[config.mk]
export PLATFORM = sky130hd
export DESIGN_NAME = adder_accum_stage_flat
export DESIGN_NICKNAME = d
export VERILOG_FILES = /design/src/rtl/adder_accum_stage_pkg.sv /design/src/rtl/adder_accum_stage_if.sv /design/src/rtl/adder_accum_stage_sat_counter.sv /design/src/rtl/adder_accum_stage.sv /design/src/flat_wrapper.sv
export SDC_FILE = /design/constraint.sdc
export NUM_CORES = 1
export LEC_CHECK = 0
export BUFFER_PORTS_ARGS = -buffer_cell sky130_fd_sc_hd__buf_2
export CORE_MARGIN = 1
export CORE_UTILIZATION = 40
export CTS_CLUSTER_SIZE = 14
export DETAILED_ROUTE_END_ITERATION = 7
export GPL_ROUTABILITY_DRIVEN = 0
export HOLD_SLACK_MARGIN = 0.05
export PLACE_DENSITY = 0.71
export SKIP_LAST_GASP = 1
export SLEW_MARGIN = 20
export SYNTH_ARGS = -nofsm -noshare
export SYNTH_HDL_FRONTEND = slang
export SYNTH_SLANG_ARGS = --single-unit
[constraint.sdc]
create_clock -name clk -period 1.6 [get_ports clk]
set_input_delay 0.32 -clock clk [delete_from_list [all_inputs] [get_ports clk]]
set_output_delay 0.32 -clock clk [all_outputs]
set_load 0.01 [all_outputs]
[src/rtl/adder_accum_stage_pkg.sv]
// rtl/adder_accum_stage_pkg.sv - shared widths, state encoding and saturating increment
package adder_accum_stage_pkg;

  localparam int ADD_WIDTH = 22;
  localparam int CNT_W_DEF = 8;

  typedef enum logic [0:0] {
    ACCUM = 1'b0,
    HOLD  = 1'b1
  } state_e;

  // Increment v by one, sticking at the all-ones value of a w-bit counter (w < 32).
  function automatic logic [31:0] sat_inc(input logic [31:0] v, input int w);
    logic [31:0] max_v;
    max_v = (32'd1 << w) - 32'd1;
    return (v >= max_v) ? max_v : v + 32'd1;
  endfunction

endpackage

[src/rtl/adder_accum_stage_if.sv]
// rtl/adder_accum_stage_if.sv - operand stream, result stream and external adder pins
interface adder_accum_stage_if
  import adder_accum_stage_pkg::*;
#(
  parameter int WIDTH = ADD_WIDTH,
  parameter int CNT_W = CNT_W_DEF
);

  logic             in_valid;
  logic             in_ready;
  logic [WIDTH-1:0] in_data;
  logic             in_last;

  logic [WIDTH-1:0] add_a;
  logic [WIDTH-1:0] add_b;
  logic             add_cin;
  logic [WIDTH-1:0] add_sum;
  logic             add_cout;

  logic             out_valid;
  logic             out_ready;
  logic [WIDTH-1:0] out_sum;
  logic [CNT_W-1:0] out_ovf;
  logic [CNT_W-1:0] out_cnt;

  // The accumulator stage itself.
  modport slave (
    input  in_valid, in_data, in_last, add_sum, add_cout, out_ready,
    output in_ready, add_a, add_b, add_cin, out_valid, out_sum, out_ovf, out_cnt
  );

  // The surroundings: upstream source, adder and downstream sink.
  modport master (
    output in_valid, in_data, in_last, add_sum, add_cout, out_ready,
    input  in_ready, add_a, add_b, add_cin, out_valid, out_sum, out_ovf, out_cnt
  );

endinterface

[src/rtl/adder_accum_stage_sat_counter.sv]
// rtl/adder_accum_stage_sat_counter.sv - saturating counter with synchronous clear
module adder_accum_stage_sat_counter
  import adder_accum_stage_pkg::*;
#(
  parameter int CNT_W = CNT_W_DEF
) (
  input  logic             clk,
  input  logic             rst_n,
  input  logic             clr,
  input  logic             inc,
  output logic [CNT_W-1:0] count_nxt
);

  logic [CNT_W-1:0] count_q;
  logic [CNT_W-1:0] count_d;

  // Value including this cycle's increment; the parent captures it at frame end.
  always_comb begin
    count_nxt = count_q;
    if (inc) begin
      count_nxt = CNT_W'(sat_inc(32'(count_q), CNT_W));
    end
  end

  // Clear wins over increment so a closing beat restarts the next frame at zero.
  always_comb begin
    count_d = count_nxt;
    if (clr) begin
      count_d = '0;
    end
  end

  // Count register.
  always_ff @(posedge clk or negedge rst_n) begin
    if (!rst_n) begin
      count_q <= '0;
    end else begin
      count_q <= count_d;
    end
  end

endmodule

[src/rtl/adder_accum_stage.sv]
// rtl/adder_accum_stage.sv - frame accumulator around an external ripple-carry adder
module adder_accum_stage
  import adder_accum_stage_pkg::*;
#(
  parameter int WIDTH = ADD_WIDTH,
  parameter int CNT_W = CNT_W_DEF
) (
  input  logic               clk,
  input  logic               rst_n,
  input  logic               clr,
  adder_accum_stage_if.slave s
);

  state_e           state_q, state_d;
  logic [WIDTH-1:0] acc_q, acc_d;
  logic [WIDTH-1:0] out_sum_q, out_sum_d;
  logic [CNT_W-1:0] out_ovf_q, out_ovf_d;
  logic [CNT_W-1:0] out_cnt_q, out_cnt_d;
  logic [CNT_W-1:0] cnt_nxt;
  logic [CNT_W-1:0] ovf_nxt;
  logic             accept;
  logic             frame_end;

  // Handshake, adder pins and result port; in_ready is held low while in reset.
  always_comb begin
    s.in_ready  = rst_n && (state_q == ACCUM);
    accept      = s.in_valid && s.in_ready && !clr;
    frame_end   = accept && s.in_last;
    s.add_a     = acc_q;
    s.add_b     = s.in_data;
    s.add_cin   = 1'b0;
    s.out_valid = (state_q == HOLD);
    s.out_sum   = out_sum_q;
    s.out_ovf   = out_ovf_q;
    s.out_cnt   = out_cnt_q;
  end

  adder_accum_stage_sat_counter #(.CNT_W(CNT_W)) u_cnt (
    .clk       (clk),
    .rst_n     (rst_n),
    .clr       (clr || frame_end),
    .inc       (accept),
    .count_nxt (cnt_nxt)
  );

  adder_accum_stage_sat_counter #(.CNT_W(CNT_W)) u_ovf (
    .clk       (clk),
    .rst_n     (rst_n),
    .clr       (clr || frame_end),
    .inc       (accept && s.add_cout),
    .count_nxt (ovf_nxt)
  );

  // Next state: accumulate beats, latch the result on the last one, release on handshake.
  always_comb begin
    state_d   = state_q;
    acc_d     = acc_q;
    out_sum_d = out_sum_q;
    out_ovf_d = out_ovf_q;
    out_cnt_d = out_cnt_q;
    if (clr) begin
      state_d = ACCUM;
      acc_d   = '0;
    end else begin
      case (state_q)
        ACCUM: begin
          if (frame_end) begin
            out_sum_d = s.add_sum;
            out_ovf_d = ovf_nxt;
            out_cnt_d = cnt_nxt;
            acc_d     = '0;
            state_d   = HOLD;
          end else if (accept) begin
            acc_d = s.add_sum;
          end
        end
        HOLD: begin
          if (s.out_ready) begin
            state_d = ACCUM;
          end
        end
        default: state_d = ACCUM;
      endcase
    end
  end

  // State, accumulator and result registers.
  always_ff @(posedge clk or negedge rst_n) begin
    if (!rst_n) begin
      state_q   <= ACCUM;
      acc_q     <= '0;
      out_sum_q <= '0;
      out_ovf_q <= '0;
      out_cnt_q <= '0;
    end else begin
      state_q   <= state_d;
      acc_q     <= acc_d;
      out_sum_q <= out_sum_d;
      out_ovf_q <= out_ovf_d;
      out_cnt_q <= out_cnt_d;
    end
  end

endmodule

[src/flat_wrapper.sv]
// flat-port wrapper written by rule: the top's interface ports become plain ports
module adder_accum_stage_flat import adder_accum_stage_pkg::*;
#(
  parameter int WIDTH = ADD_WIDTH,
  parameter int CNT_W = CNT_W_DEF
)
  (clk, rst_n, clr, s_in_valid, s_in_data, s_in_last, s_add_sum, s_add_cout, s_out_ready, s_in_ready, s_add_a, s_add_b, s_add_cin, s_out_valid, s_out_sum, s_out_ovf, s_out_cnt);
  adder_accum_stage_if #(.WIDTH(WIDTH), .CNT_W(CNT_W)) s_i ();
  input  logic clk;
  input  logic rst_n;
  input  logic clr;
  input wire logic [$bits(s_i.in_valid)-1:0] s_in_valid;
  input wire logic [$bits(s_i.in_data)-1:0] s_in_data;
  input wire logic [$bits(s_i.in_last)-1:0] s_in_last;
  input wire logic [$bits(s_i.add_sum)-1:0] s_add_sum;
  input wire logic [$bits(s_i.add_cout)-1:0] s_add_cout;
  input wire logic [$bits(s_i.out_ready)-1:0] s_out_ready;
  output wire logic [$bits(s_i.in_ready)-1:0] s_in_ready;
  output wire logic [$bits(s_i.add_a)-1:0] s_add_a;
  output wire logic [$bits(s_i.add_b)-1:0] s_add_b;
  output wire logic [$bits(s_i.add_cin)-1:0] s_add_cin;
  output wire logic [$bits(s_i.out_valid)-1:0] s_out_valid;
  output wire logic [$bits(s_i.out_sum)-1:0] s_out_sum;
  output wire logic [$bits(s_i.out_ovf)-1:0] s_out_ovf;
  output wire logic [$bits(s_i.out_cnt)-1:0] s_out_cnt;
  assign s_i.in_valid = s_in_valid;
  assign s_i.in_data = s_in_data;
  assign s_i.in_last = s_in_last;
  assign s_i.add_sum = s_add_sum;
  assign s_i.add_cout = s_add_cout;
  assign s_i.out_ready = s_out_ready;
  assign s_in_ready = s_i.in_ready;
  assign s_add_a = s_i.add_a;
  assign s_add_b = s_i.add_b;
  assign s_add_cin = s_i.add_cin;
  assign s_out_valid = s_i.out_valid;
  assign s_out_sum = s_i.out_sum;
  assign s_out_ovf = s_i.out_ovf;
  assign s_out_cnt = s_i.out_cnt;
  adder_accum_stage #(.WIDTH(WIDTH), .CNT_W(CNT_W)) u_core (.clk(clk), .rst_n(rst_n), .clr(clr), .s(s_i));
endmodule
# After elaboration in Yosys (flattened, before gate mapping)
# Index checks and enable logic that the tools add are counted.
[classes]
muxes = 14
n_eq_ne = 1
order_cmp = 2
add_sub_neg = 2
reduce_logical = 10
n_bitwise = 2
[op_table]
columns = ["operator", "count"]
rows = [
  ["2-to-1 mux 22 bit", 4],
  ["2-to-1 mux 8 bit", 6],
  ["adder 8 x 1 -> 8 bit, second input constant", 2],
  ["greater-or-equal comparator 8 bit, second input constant", 2],
  ["logical AND 1 bit", 5],
  ["2-to-1 mux 1 bit", 3],
  ["AND reduction 3 bit", 1],
  ["nonzero test 3 bit", 1],
  ["inequality test 2 bit, second input constant", 1],
  ["inverter 1 bit", 2],
  ["one-hot mux 1 bit (2 select lines)", 1],
  ["AND reduction 2 bit", 1],
  ["zero test 1 bit", 1],
  ["logical OR 1 bit", 1],
]
[totals]
output_inout_bits = 85
elab_cells = 38
in_bits = 51
register_bits = 77

# Logic depth before layout (Yosys ltp)
# Gate-level depths: netlist (run 1).
[logic_depth]
word_depth = 8
ltp_mapped = 6
depth_no_buf = 5

# Hierarchy
# A second synthesis (run 1) with hierarchy kept.
[hier_totals]
hier_cells = 264
hier_area_um2 = 3527.1
[by_module_without_submodules]
columns = ["module", "instances", "seq_area_each_um2", "area_per_inst_um2", "cells_each"]
rows = [
  ["adder_accum_stage", 1, 1526.5, 2491.1, 162],
  ["adder_accum_stage_sat_counter", 2, 200.2, 518.0, 51],
]

# Worst setup path after synthesis (run 1)
# OpenSTA, ideal clock, no wires.
[synth_timing]
kind = "reg-to-reg"
start = "register u_core.state_q, in the netlist u_core.s.out_valid"
end = "register u_core.out_cnt_q[7], in the netlist u_core.s.out_cnt[7]"
stages_incl_launch_ff = 5
setup_slack_ps = -61
period_less_slack_ps = 1661
path_buffers = 0
t_arrival_ps = 1536
required_ps = 1475
setup_ps = 125
cell_sequence = "dfrtp_1 > nand4bb_4 > nor3_1 > mux2_2 > mux2_2"
[synth_via]
elab_chain_len = 6
word_cells_on_any_way = 7
cone_classes = "mux: 1; bitwise: 1; reduce/logical: 5"
[synth_rtl]
columns = ["element", "line", "rtl"]
rows = [
  ["from (decl)", "adder_accum_stage.sv:14", "state_e state_q, state_d;"],
  ["from (signal assigned)", "adder_accum_stage.sv:96", "state_q <= state_d;"],
  ["inverter 1 bit (no source line) (*)", "--", ""],
  ["logical AND 1 bit", "adder_accum_stage.sv:26", "s.in_ready = rst_n && (state_q == ACCUM);"],
  ["logical AND 1 bit (2 in series)", "adder_accum_stage.sv:27", "accept = s.in_valid && s.in_ready && !clr;"],
  ["logical AND 1 bit", "adder_accum_stage.sv:28", "frame_end = accept && s.in_last;"],
  ["AND reduction 3 bit (no source line)", "--", ""],
  ["to (signal assigned)", "adder_accum_stage.sv:100", "out_cnt_q <= out_cnt_d;"],
  ["to (decl)", "adder_accum_stage.sv:18", "logic [CNT_W-1:0] out_cnt_q, out_cnt_d;"],
]
# Mark *: on every way between the ends. The rest lies on a longest branch, timed or not.
# A chain may end at the register's enable or synchronous reset.

# Final worst setup path (run 1)
# Ends and elaborated chain as after synthesis.

==> metrics.yaml, run 1 <==
cells_and_area:
  final_cell_mix: "buf_2, nand2_1, dfrtp_1"
  seqCellArea_um2: 1930
  area_growth_pct: 26.0
  diodes: 0
  finalInstanceArea_um2: 4310
  n_fill_cell: 756
  final_common_cell: "buf_2"
  fin_nets: 469
  multi_input_area_um2: 1310
  drive_above_1_share_pct: 37.3
synthesis:
  synth.distinct_cells: 47
  ys_warn_count: 0
  async_flop_share_pct: 100
  synth-edff-count: 0
  ys_seq_area_share_pct: 56.3
  ys_ff_latch: 77
  netlist_area_um2: 3420
  netlist_instances: 330
  synth_fp_nets: 383
  syn_avg_cell_area_um2: 10.4
  ys.flop_type: "dfrtp_1"
floorplanning:
  fp.dieH_um: 94.5
  ioPinCount: 136
  num_rows: 33
  die_area_um2: 8930
  die_w_um: 94.5
  start_util_pct: 41.5
  core_area_um2: 8260
worst_setup_path:
  reg2reg_to: "u_core.s.out_cnt[7]$_DFFE_PN0P_"
  crit_slowest_cell: "dfrtp_1"
  reg2regPathDepth: 4
  path_depth: 4
  worst_setup_path_end_kind: "flip-flop"
  setup.worst_path.class: "flip-flop to flip-flop"
  critPathBufInv: 0
  cp_cell_sequence: "nand4bb_4 > nor3_2 > mux2_4 > mux2_2"
  r2r-start: "u_core.s.out_valid$_DFF_PN0_"
  critPathArrivalTime_ns: 1.85
  crit_path_end: "u_core.s.out_cnt[7]$_DFFE_PN0P_"
  worst_path_dominant_cell_family: "multiplexers"
  cp.required_ns: 1.83
  worstPathMaxFanout: 5
  startpoint: "u_core.s.out_valid$_DFF_PN0_"
  start_kind: "flip-flop"
  worst-r2r-setup-slack_ns: -0.01
  slowest_delay_ns: 0.43
sta:
  tightest_slew_ns: 0.834
  clock_skew_ns: 0.00732
  slew_viol_final: 0
  rsz0062_at_grt: "true"
  slew_headroom_pct: 44.4
  finalSetupViolations: 1
  period_needed_ns: 1.61
  max_freq_mhz: 620
  finalWorstSetupSlack_ns: -0.0119
  fin_tns_setup_ns: -0.0119
  timing.hold.ws_ns: 0.162
  finalHoldViolations: 0
  fin_crit_sh_pct: 101
power_and_ir_drop:
  p_int_mw: 3.07
  switching_share_pct: 28.0
  power_frac_clock_pct: 35.9
  p_per_area_nw_per_um2: 990
  p_total_mw: 4.27
  p_seq_share_pct: 50.7
  vdd_drop_max_mv: 0.433
  p_leak_nw: 2.23
  netSwitchingPower_mw: 1.20
  combPwrFrac_pct: 13.4
clock_tree:
  clk_latency_ns: 0.35
  numCtsBuffers: 9
  cts_buffer_depth: 2
  clock-sinks: 77
  cts-root-buf: "clkbuf_8"
  htree_num_levels: 3
  clkTransAtPathRegs_ns: 0.08
  cts_tree: "built"
route:
  vias_per_cell: 5.14
  routed_wl_um: 7900
  firstDrtPassIters: 5
  post_drt_wl_per_cell_um: 15.0
  drc_errors: 0
  vias: 2705
  ant_nets: 0
  dr.first_iter.drc_count: 128
global_routing:
  grt_usage_pct: 17.7
  grt_pass1_vias: 2547
  overflow: 0
  grt_max_degree: 67
  grt_pass1_wl_um: 12300
  antenna_found_initial: 0
placement:
  dpl_cell_area_um2: 3950
  dp_hpwl_um: 5240
  port-buffer-count: 90
  dp_slack_ns: -0.134
min_path:
  hold_path_class: "input port to flip-flop"
run_status:
  status: "complete, but fails checks"
  violations: "setup timing"
flow_run:
  drv_cap: 0
layout make-up:
| type | instances | area share [%] |
|---|---|---|
| timing repair buffer | 116 | 17.1 |
| clock inverter | 7 | 1.89 |
| multi-input combinational | 212 | 30.4 |
| clock buffer | 9 | 2.87 |
| sequential | 77 | 44.7 |
| tap | 105 | 3.05 |
worst min path at each step:
stage / cells after the start / end / startpoint / slack, ns
floorplan: 0 / u_core.s.add_a[0]$_DFFE_PN0P_ / rst_n / 0.02
global placement: 2 / u_core.s.out_valid$_DFF_PN0_ / rst_n / 0.31
detailed placement: 2 / u_core.s.out_sum[19]$_DFFE_PN0P_ / rst_n / 0.31
CTS: 2 / u_core.s.out_valid$_DFF_PN0_ / s_out_ready / 0.16
global route: 2 / u_core.s.out_valid$_DFF_PN0_ / s_out_ready / 0.16
finish: 2 / u_core.s.out_valid$_DFF_PN0_ / s_out_ready / 0.16
Yosys cell counts, types with 2 or more instances:
library cell	number	area, um2
mux2i_1	5	50.1
nor3_2	2	20.0
ha_1	2	25.0
nand2_1	88	330
buf_4	24	180
mux2_2	2	22.5
o21ai_1	8	40.0
nor3_1	4	20.0
a21o_1	2	15.0
nand2b_1	4	25.0
nand4_1	6	37.5
a31oi_1	3	18.8
a22o_1	22	193
dfrtp_1	77	1930
a311oi_1	3	26.3
o21ai_0	2	10.0
clkbuf_1	4	15.0
xnor2_1	2	17.5
and3_1	3	18.8
a21oi_1	6	30.0
buf_2	12	60.1
nor2_1	18	67.6
nor4_2	2	25.0
nand3_1	6	30.0
routing by layer:
layer  routed length [um]  up-vias  track usage, %
met1                 3630     1338            23.6
met5                    0        -               0
met3                  409       13            3.14
met2                 3750       78            28.2
met4                  111        0            8.21
li1                     -     1276               -
registers in the layout (all words and copies together), names as in the netlist:
register and cells:
u_core.s.add_a 22, u_core.u_ovf.count_q 8, u_core.s.out_sum 22, u_core.s.out_ovf 8
u_core.s.out_valid 1, u_core.s.out_cnt 8, u_core.u_cnt.count_q 8
stage by stage:
stage	instances	utilization (%)
4_1_cts	521	50.6
3_3_place_gp	502	47.8
5_1_grt	526	52.2
2_1_floorplan	330	-
3_5_place_dp	502	47.8
6_report	526	52.2
power groups by stage:
stage	logic [mW]	registers, mW	clock network (mW)
2_1_floorplan	0.232	2.27	0
3_3_place_gp	0.546	2.19	0
3_5_place_dp	0.557	2.20	0
4_1_cts	0.561	2.16	1.56
5_1_grt	0.641	2.18	1.66
6_report	0.573	2.16	1.53
kinds of logic after synthesis:
family	synth area share, %
AO/OA/AOI/OAI	11.5
XOR/XNOR	0.512
adder cells (fa/ha/maj)	0.731
buffers and inverters	7.93
flip-flops	56.3
multiplexers	2.12
other	0.110
AND/OR/NAND/NOR	20.8
what timing repair did:
item / CTS / global route
resized for setup: 0 / 18
pin swaps: 0 / 8
hold endpoints to repair: 11 / 0
hold buffers: 1 / 0
setup buffers: 2 / 3
setup endpoints to repair: 3 / 21
gates cloned: 0 / 2
Note: power is estimated with default switching activity, not from simulation.
==> run 2: changes to the inputs <==
--- a/config.mk
+++ b/config.mk
@@ -8,6 +8,7 @@
 export BUFFER_PORTS_ARGS = -buffer_cell sky130_fd_sc_hd__buf_2
 export CORE_MARGIN = 1
 export CORE_UTILIZATION = 40
+export CTS_BUF_LIST = sky130_fd_sc_hd__clkbuf_8
 export CTS_CLUSTER_SIZE = 14
 export DETAILED_ROUTE_END_ITERATION = 7
 export GPL_ROUTABILITY_DRIVEN = 0
@@ -18,3 +19,4 @@
 export SYNTH_ARGS = -nofsm -noshare
 export SYNTH_HDL_FRONTEND = slang
 export SYNTH_SLANG_ARGS = --single-unit
+export TNS_END_PERCENT = 30
==> run 2 against run 1 <==
  * Maximum frequency grew 2.0%
  * Cell area shrank 0.90%
  * Wire length shrank 2.5%
  * Clock power is essentially flat
  * Die area is the same
  * Via count shrank 0.78%
  * Register-to-register slack gained 0.03 ns
  * The flow now finishes without violations
  * Power shrank 0.14%
  * Largest cell class unchanged
==> metrics.yaml, run 2 (same netlist as run 1, synthesis figures left out) <==
cells_and_area:
  area_growth_pct: 24.8
  fin_cells: 523  # -0.57%
  diodes: 0  # unchanged
  fin_nets: 466  # -0.64%
  fin_util_pct: 51.7  # -0.47 points
  final_cell_mix: "buf_2, nand2_1, dfrtp_1"
  finalInstanceArea_um2: 4270  # -0.90%
  final_common_cell: "buf_2"
  drive_above_1_share_pct: 36.1  # -1.2 points
power_and_ir_drop:
  p_seq_share_pct: 50.7  # about the same
  switching_share_pct: 28.0  # about the same
  combPwrFrac_pct: 13.3  # about the same
  p_per_area_nw_per_um2: 998  # +0.77%
  p_leak_nw: 2.23  # about the same
  netSwitchingPower_mw: 1.19  # -0.15%
  power_frac_clock_pct: 36.0  # about the same
  vdd_drop_max_mv: 0.435  # +0.61%
  p_int_mw: 3.07  # -0.13%
placement:
  dp_hpwl_um: 5240  # unchanged
  port-buffer-count: 90  # unchanged
  dp.cells: 502  # unchanged
  dpl_cell_area_um2: 3950  # unchanged
  dp_slack_ns: -0.134  # unchanged
global_routing:
  overflow: 0  # unchanged
  met1_usage_pct: 23.6  # unchanged
  grt_pass1_wl_um: 12300  # unchanged
  grtUsageMet3_pct: 3.14  # unchanged
  grt_pass1_vias: 2544  # -0.12%
  grt.busiest_layer: "met2"
  grt_usage_pct: 17.8  # about the same
  met2_usage_pct: 28.3  # +0.060 points
  antenna_found_initial: 0  # unchanged
  grt_max_degree: 67  # unchanged
clock_tree:
  clock-sinks: 77  # unchanged
  cts_buffer_depth: 2  # unchanged
  cts_tree: "built"
  clk_latency_ns: 0.35  # about the same
  numCtsBuffers: 9  # unchanged
  htree_num_levels: 3  # unchanged
  cts-root-buf: "clkbuf_8"
  clkTransAtPathRegs_ns: 0.09  # about the same
min_path:
  hold_path_class: "input port to flip-flop"
sta:
  period_needed_ns: 1.58  # -0.0314 ns
  slew_viol_final: 0  # unchanged
  tightest_slew_ns: 0.829  # -0.00515 ns
  finalHoldViolations: 0  # unchanged
  finalWorstSetupSlack_ns: 0.0195  # +0.0314 ns
  clock_skew_ns: 0.00716  # -0.000158 ns
  fin_tns_setup_ns: 0  # +0.0119 ns
  fin_crit_sh_pct: 98.8  # -2.0 points
  finalSetupViolations: 0  # -1
  max_freq_mhz: 633  # +2.0%
  rsz0062_at_grt: "true"
  slew_headroom_pct: 44.7  # +0.34 points
run_status:
  status: "completed"
floorplanning:
  ioPinCount: 136  # unchanged
  die_w_um: 94.5  # unchanged
  fp.dieH_um: 94.5  # unchanged
  die_area_um2: 8930  # unchanged
  start_util_pct: 41.5  # unchanged
  core_area_um2: 8260  # unchanged
  num_rows: 33  # unchanged
worst_setup_path:
  worst-r2r-setup-slack_ns: 0.02  # +0.03 ns
  cp.required_ns: 1.88  # +0.05 ns
  worst_setup_path_end_kind: "flip-flop"
  worstPathMaxFanout: 5  # unchanged
  start_kind: "flip-flop"
  critPathArrivalTime_ns: 1.86  # about the same
  setup.worst_path.class: "flip-flop to flip-flop"
route:
  drc_errors: 0  # unchanged
  post_drt_wl_per_cell_um: 14.7  # -2.0%
  ant_nets: 0  # unchanged
  vias: 2684  # -0.78%
  dr.first_iter.drc_count: 153  # +20%
  vias_per_cell: 5.13  # -0.21%
  firstDrtPassIters: 4  # -1
  routed_wl_um: 7700  # -2.5%
flow_run:
  drv_cap: 0  # unchanged
-- run 2: final cells by class --
class	count	area (um2)
multi-input combinational	211	1280
timing repair buffer	114	729
fill	758	3990
clock buffer	9	124
clock inverter	7	81.3
sequential	77	1930
tap	105	131
-- run 2: critical path, stage by stage (launching register included) --
cell and delay [ns]:
dfrtp_1 0.41, nand4bb_4 0.27, buf_12 0.17, buf_4 0.14, nor4_1 0.31, nor3_2 0.09, o21ai_2 0.13
-- run 2: metal layers --
layer	share of wire, %	vias to the layer above	wire (um)
li1	-	1273	-
met1	47	1329	3600
met2	48	65	3660
met3	4.1	17	312
met4	1.7	0	130
met5	0	-	0
-- run 2: repair_timing --
item | 4_1_cts | 5_1_grt
resized for setup | 0 | 14
hold endpoints to repair | 11 | 0
hold buffers | 1 | 0
setup buffers | 0 | 3
pin swaps | 0 | 5
setup endpoints to repair | 3 | 25
cloned | 0 | 1
-- run 2: per-stage QoR --
step	total power, mW	hold slack (ns)
CTS	4.29	0.158
detailed placement	2.76	0.314
global placement	2.74	0.310
global route	4.48	0.155
finish	4.26	0.161
floorplan	2.50	0.0244
-- run 2: final timing paths --
path,from,endpoint,depth (start not counted)
max reg2reg,u_core.s.out_valid$_DFF_PN0_,u_core.s.out_ovf[5]$_DFFE_PN0P_,6
min in group asynchronous,rst_n,u_core.s.out_ovf[0]$_DFFE_PN0P_,2
min,s_out_ready,u_core.s.out_valid$_DFF_PN0_,2
max,u_core.s.out_valid$_DFF_PN0_,u_core.s.out_ovf[5]$_DFFE_PN0P_,6
max in group asynchronous,rst_n,u_core.s.out_sum[17]$_DFFE_PN0P_,3
min reg2reg,u_core.s.out_sum[11]$_DFFE_PN0P_,u_core.s.out_sum[11]$_DFFE_PN0P_,2
-- run 2: power by group through the flow --
stage / sequential, mW / clock [mW] / combinational (mW)
final: 2.16 / 1.53 / 0.566
after detailed placement: 2.20 / 0 / 0.557
after global placement: 2.19 / 0 / 0.546
after floorplan: 2.27 / 0 / 0.232
after CTS: 2.16 / 1.56 / 0.559
after global routing: 2.18 / 1.66 / 0.633
